--- src/rtl/sr_flag_bank_if.sv ---
// Request/status bundle between game-state producers and the sr_flag_bank.
// The master drives the requests and the slave (the flag bank) returns the state.
interface sr_flag_bank_if #(
  parameter int N = 8
);
  localparam int CW = $clog2(N + 1);

  logic          clr;
  logic [N-1:0]  s;
  logic [N-1:0]  r;
  logic [N-1:0]  q;
  logic [N-1:0]  rose;
  logic [N-1:0]  fell;
  logic [N-1:0]  conflict;
  logic [CW-1:0] count;
  logic          any;

  modport master (
    output clr, s, r,
    input  q, rose, fell, conflict, count, any
  );

  modport slave (
    input  clr, s, r,
    output q, rose, fell, conflict, count, any
  );
endinterface

--- src/rtl/sr_flag_bank.sv ---
// Bank of N clocked set/reset flags with a conflict policy, optional edge-triggered
// requests, registered rise/fall pulses, sticky conflict flags and an active count.
module sr_flag_bank #(
  parameter int           N    = 8,
  parameter int           MODE = 0,  // 0 set-wins, 1 reset-wins, 2 toggle, 3 hold
  parameter int           EDGE = 0,  // 1: requests act only on a 0->1 transition
  parameter logic [N-1:0] INIT = '0
) (
  input logic           clk,
  input logic           rst_n,
  sr_flag_bank_if.slave bus_if
);
  localparam int CW = $clog2(N + 1);

  logic [N-1:0]  q_q, q_d;
  logic [N-1:0]  rose_q, rose_d;
  logic [N-1:0]  fell_q, fell_d;
  logic [N-1:0]  conflict_q, conflict_d;
  logic [N-1:0]  s_prev_q, r_prev_q;
  logic [N-1:0]  s_eff, r_eff, both, both_val, q_next;
  logic [CW-1:0] count;

  assign s_eff = (EDGE != 0) ? (bus_if.s & ~s_prev_q) : bus_if.s;
  assign r_eff = (EDGE != 0) ? (bus_if.r & ~r_prev_q) : bus_if.r;
  assign both  = s_eff & r_eff;

  // NOTE: every signal written in always_comb gets a default first, so no path
  // can leave it unassigned and infer a latch.
  always_comb begin
    both_val = q_q;
    case (MODE)
      0:       both_val = '1;
      1:       both_val = '0;
      2:       both_val = ~q_q;
      default: both_val = q_q;
    endcase
  end

  // Next state ignoring CLR; the pulses are derived from this value.
  assign q_next = (s_eff & ~r_eff) | (q_q & ~s_eff & ~r_eff) | (both & both_val);

  always_comb begin
    q_d        = q_next;
    rose_d     = q_next & ~q_q;
    fell_d     = ~q_next & q_q;
    conflict_d = conflict_q | both;
    if (bus_if.clr) begin
      q_d        = INIT;
      rose_d     = '0;
      fell_d     = '0;
      conflict_d = both;
    end
  end

  // NOTE: sequential state uses non-blocking assignments so every flop samples
  // the pre-edge values regardless of statement order.
  always_ff @(posedge clk or negedge rst_n) begin
    if (!rst_n) begin
      q_q        <= INIT;
      rose_q     <= '0;
      fell_q     <= '0;
      conflict_q <= '0;
      s_prev_q   <= '0;
      r_prev_q   <= '0;
    end else begin
      q_q        <= q_d;
      rose_q     <= rose_d;
      fell_q     <= fell_d;
      conflict_q <= conflict_d;
      s_prev_q   <= bus_if.s;
      r_prev_q   <= bus_if.r;
    end
  end

  always_comb begin
    count = '0;
    for (int i = 0; i < N; i++) begin
      count = count + CW'(q_q[i]);
    end
  end

  assign bus_if.q        = q_q;
  assign bus_if.rose     = rose_q;
  assign bus_if.fell     = fell_q;
  assign bus_if.conflict = conflict_q;
  assign bus_if.count    = count;
  assign bus_if.any      = |q_q;
endmodule

--- src/flat_wrapper.sv ---
// flat-port wrapper written by rule: the top's interface ports become plain ports
module sr_flag_bank_flat 
#(
  parameter int           N    = 8,
  parameter int           MODE = 0,                                               
  parameter int           EDGE = 0,                                              
  parameter logic [N-1:0] INIT = '0
)
  (clk, rst_n, bus_if_clr, bus_if_s, bus_if_r, bus_if_q, bus_if_rose, bus_if_fell, bus_if_conflict, bus_if_count, bus_if_any);
  sr_flag_bank_if #(.N(N)) bus_if_i ();
  input logic clk;
  input logic rst_n;
  input wire logic [$bits(bus_if_i.clr)-1:0] bus_if_clr;
  input wire logic [$bits(bus_if_i.s)-1:0] bus_if_s;
  input wire logic [$bits(bus_if_i.r)-1:0] bus_if_r;
  output wire logic [$bits(bus_if_i.q)-1:0] bus_if_q;
  output wire logic [$bits(bus_if_i.rose)-1:0] bus_if_rose;
  output wire logic [$bits(bus_if_i.fell)-1:0] bus_if_fell;
  output wire logic [$bits(bus_if_i.conflict)-1:0] bus_if_conflict;
  output wire logic [$bits(bus_if_i.count)-1:0] bus_if_count;
  output wire logic [$bits(bus_if_i.any)-1:0] bus_if_any;
  assign bus_if_i.clr = bus_if_clr;
  assign bus_if_i.s = bus_if_s;
  assign bus_if_i.r = bus_if_r;
  assign bus_if_q = bus_if_i.q;
  assign bus_if_rose = bus_if_i.rose;
  assign bus_if_fell = bus_if_i.fell;
  assign bus_if_conflict = bus_if_i.conflict;
  assign bus_if_count = bus_if_i.count;
  assign bus_if_any = bus_if_i.any;
  sr_flag_bank #(.N(N), .MODE(MODE), .EDGE(EDGE), .INIT(INIT)) u_core (.clk(clk), .rst_n(rst_n), .bus_if(bus_if_i));
endmodule
--- config.mk ---
export PLATFORM = sky130hd
export DESIGN_NAME = sr_flag_bank_flat
export DESIGN_NICKNAME = d
export VERILOG_FILES = /design/src/rtl/sr_flag_bank_if.sv /design/src/rtl/sr_flag_bank.sv /design/src/flat_wrapper.sv
export SDC_FILE = /design/constraint.sdc
export NUM_CORES = 1
export LEC_CHECK = 0
export BUFFER_PORTS_ARGS = -buffer_cell sky130_fd_sc_hd__clkbuf_2
export CORE_UTILIZATION = 40
export DETAILED_ROUTE_END_ITERATION = 10
export PLACE_DENSITY_LB_ADDON = 0.1
export SYNTH_ARGS = -nofsm -noshare
export SYNTH_HDL_FRONTEND = slang
export SYNTH_SLANG_ARGS = --single-unit
--- constraint.sdc ---
create_clock -name clk -period 3.18 [get_ports clk]
set_input_delay 0.318 -clock clk [delete_from_list [all_inputs] [get_ports clk]]
set_output_delay 0.318 -clock clk [all_outputs]
set_load 0.01 [all_outputs]
==> results.json <==
{
  "finalWorstSetupSlack_ns": -0.1419,
  "post_synthesis_to_final_layout_area_growth_pct": 29.78,
  "ctsHtreeMaxLevel": 2,
  "drc": 0,
  "cts_tree": "built",
  "post_route_cells_drive_above_1_share_pct": 40.72,
  "ys_warn_count": 0,
  "irDropWorstVdd_v": 0.0002472,
  "first_global_vias": 1098,
  "mapped_avg_cell_area_sq_um": 11.36,
  "netlist_area_sq_mm": 0.001454,
  "grt_start_max_net_pins": 33,
  "post_dp_cell_area_sq_mm": 0.001780,
  "reg2reg_depth": 4,
  "detailroute.via_count": 1085,
  "yosys_register_bits": 32,
  "comb_power_share_pct": 21.9,
  "route.antenna.remaining_nets": 0,
  "row_count": 21,
  "most_common_cell_after_layout_fill_and_taps_aside": "sky130_fd_sc_hd__clkbuf_2",
  "grt_use_total_pct": 16.08,
  "timing.rr.end": "u_core.bus_if.fell[0]",
  "clock_latency_ns": 0.32,
  "routabilityCongestion": 0.6796,
  "worst_hold_path_type": "input pin to async pin",
  "syn-instance-count": 128,
  "reg2reg_slack_ns": 2.07,
  "placement.setup.worst_slack_ns": 0.1006,
  "outcome": "complete, but fails checks",
  "io_pins": 56,
  "grt_remaining_overflow": 0,
  "critical_path_peak_fanout": 2,
  "power.density_mw_per_mm2": 460.0,
  "grt_first_pass_wirelength_um": 4823,
  "slew_violations": 0,
  "max-clock-path-buffers": 2,
  "fin_total_pwr_w": 0.0008680,
  "synth_nets": 155,
  "routed_via_density": 4.521,
  "routed_wire_per_std_cell_um": 11.50,
  "cts_made_buffers": 5,
  "critPathRequiredTime_ns": 2.86,
  "die_x_um": 62.29,
  "seq_power_share_pct": 51.0,
  "tightest_slew_ns": 0.7782,
  "rr_startpoint": "u_core.bus_if.q[0]",
  "critical_path.endpoint_type": "primary output",
  "insertedDiodeCount": 0,
  "hold_viol_final": 0,
  "layout.nets": 220,
  "drt_pass1_iterations": 4,
  "setup_repair_after_global_routing_missed_its_margin": "yes",
  "timing_worst_setup_path_type": "flop to primary output",
  "timing.slew.headroom_pct": 48.12,
  "fp.dieArea_sq_mm": 0.003880,
  "cts.reportedPaths.clkPinSlew_ns": 0.09,
  "setup_viol_count_final": 2,
  "timing.final.crit_period_ns": 3.322,
  "clock_tree.root_cell": "sky130_fd_sc_hd__clkbuf_4",
  "cell_internal_pwr_w": 0.0006214,
  "p_clk_share_pct": 27.1,
  "fp.coreArea_sq_mm": 0.003416,
  "finalCritPeriodShare_pct": 104.5,
  "first_iter_violations": 15,
  "finish.instance_area_sq_mm": 0.001887,
  "switching_share_pct": 28.40,
  "buffer_ports.inserted": 55,
  "grt_antenna_before_repair": 0,
  "dp_hpwl_um": 2042,
  "yosysSeqAreaShare_pct": 55.08,
  "final_util_pct": 55.24,
  "violated_checks": "negative setup slack",
  "critPathLaunchType": "flop",
  "die-height_um": 62.29,
  "final.hold.worst_slack_ns": 0.05691,
  "clock_sink_count": 32,
  "synth.lib_cells_used.distinct": 19,
  "max_freq_ghz": 0.3010,
  "maxCapViolations": 0,
  "net_switching_power_w": 0.0002465,
  "skew_ns": 0.006222,
  "start_util_pct": 42.56,
  "layout.cells.most_common_list": "sky130_fd_sc_hd__clkbuf_2, sky130_fd_sc_hd__dfrtp_1, sky130_fd_sc_hd__inv_1",
  "critPathArrivalTime_ns": 3.00,
  "wire_length_reported_by_the_detailed_router_um": 2760,
  "leakagePower_nw": 1.025
}
==> cells by family after synthesis <==
logic type / Yosys count / synth area share, %
flip-flops: 32 / 55.08
buffers and inverters: 33 / 9.208
AO/OA/AOI/OAI: 17 / 6.025
adder cells (fa/ha/maj): 8 / 8.950
XOR/XNOR: 1 / 0.6025
AND/OR/NAND/NOR: 37 / 20.14
==> cell usage after synthesis, drive strengths merged <==
master	instances	share of area [%]
nand4	1	0.43
nor2	1	0.26
xnor2	1	0.60
inv	30	7.7
dfrtp	32	55
nor2b	1	0.43
fa	4	5.5
a21oi	8	2.8
nand2b	8	3.4
nand2	9	2.3
o21a	1	0.52
nor4b	7	9.8
nor3	10	3.4
buf	3	1.5
o21ai	8	2.8
ha	4	3.4
==> registers in the layout, indices dropped and copies added, names as in the netlist <==
name	cells
u_core.bus_if.q	8
u_core.bus_if.conflict	8
u_core.bus_if.fell	8
u_core.bus_if.rose	8
==> final cells by class <==
type                       instances  area (sq um)
clock buffer                       8         58.81
tap                               46         57.56
inverter                          30         112.6
timing repair buffer              61         320.3
sequential                        32         800.8
fill                             328          1529
multi-input combinational         63         536.8
==> metal layers <==
metal | up-vias | share of wire [%] | global-route usage [%]
met2 | 38 | 47 | 26.10
met1 | 512 | 46 | 19.74
met4 | 0 | 1.7 | 6.105
met3 | 5 | 5.8 | 5.515
li1 | 530 | - | -
met5 | - | 0 | 0
==> critical path, cell delays in order, from the launching register on <==
cell and delay, ns:
sky130_fd_sc_hd__dfrtp_1 0.37, sky130_fd_sc_hd__inv_2 0.06, sky130_fd_sc_hd__ha_4 0.25, sky130_fd_sc_hd__inv_2 0.03, sky130_fd_sc_hd__fa_1 0.49, sky130_fd_sc_hd__fa_1 0.43
sky130_fd_sc_hd__fa_2 0.37, sky130_fd_sc_hd__fa_2 0.53, sky130_fd_sc_hd__inv_1 0.04, sky130_fd_sc_hd__clkbuf_2 0.11
==> stage by stage <==
step	std cells	TNS, ns
after global placement	228	0
after floorplan	128	0
after global routing	240	-0.5924
after detailed placement	228	0
after CTS	238	-0.2810
final	240	-0.2430
==> how the worst max path moves through the flow <==
| stage | start | end | slack [ns] | depth (start not counted) |
|---|---|---|---|---|
| final | u_core.bus_if.q[0] | bus_if_count[1] | -0.14 | 9 |
| after global routing | u_core.bus_if.q[0] | bus_if_count[1] | -0.27 | 9 |
| after CTS | u_core.bus_if.q[0] | bus_if_count[1] | -0.16 | 9 |
| after detailed placement | u_core.bus_if.q[1] | bus_if_count[2] | 0.10 | 9 |
| after global placement | u_core.bus_if.q[1] | bus_if_count[2] | 0.13 | 9 |
| after floorplan | u_core.bus_if.q[1] | bus_if_count[2] | 0.09 | 8 |
==> power groups by stage <==
stage	logic, W	clock network, W	registers, W
after floorplan	0.0000873	0	0.000462
final	0.000190	0.000235	0.000443
after CTS	0.000188	0.000242	0.000443
after global placement	0.000179	0	0.000449
after detailed placement	0.000180	0	0.000451
after global routing	0.000216	0.000267	0.000447
==> repair_timing <==
item                                    4_1_cts  5_1_grt
endpoints found under the setup margin        2        2
hold buffers                                  0        0
pin swaps                                     0        1
buffers inserted                              2        2
gates resized for setup                       6        2
(Power assumes the default switching activity.)
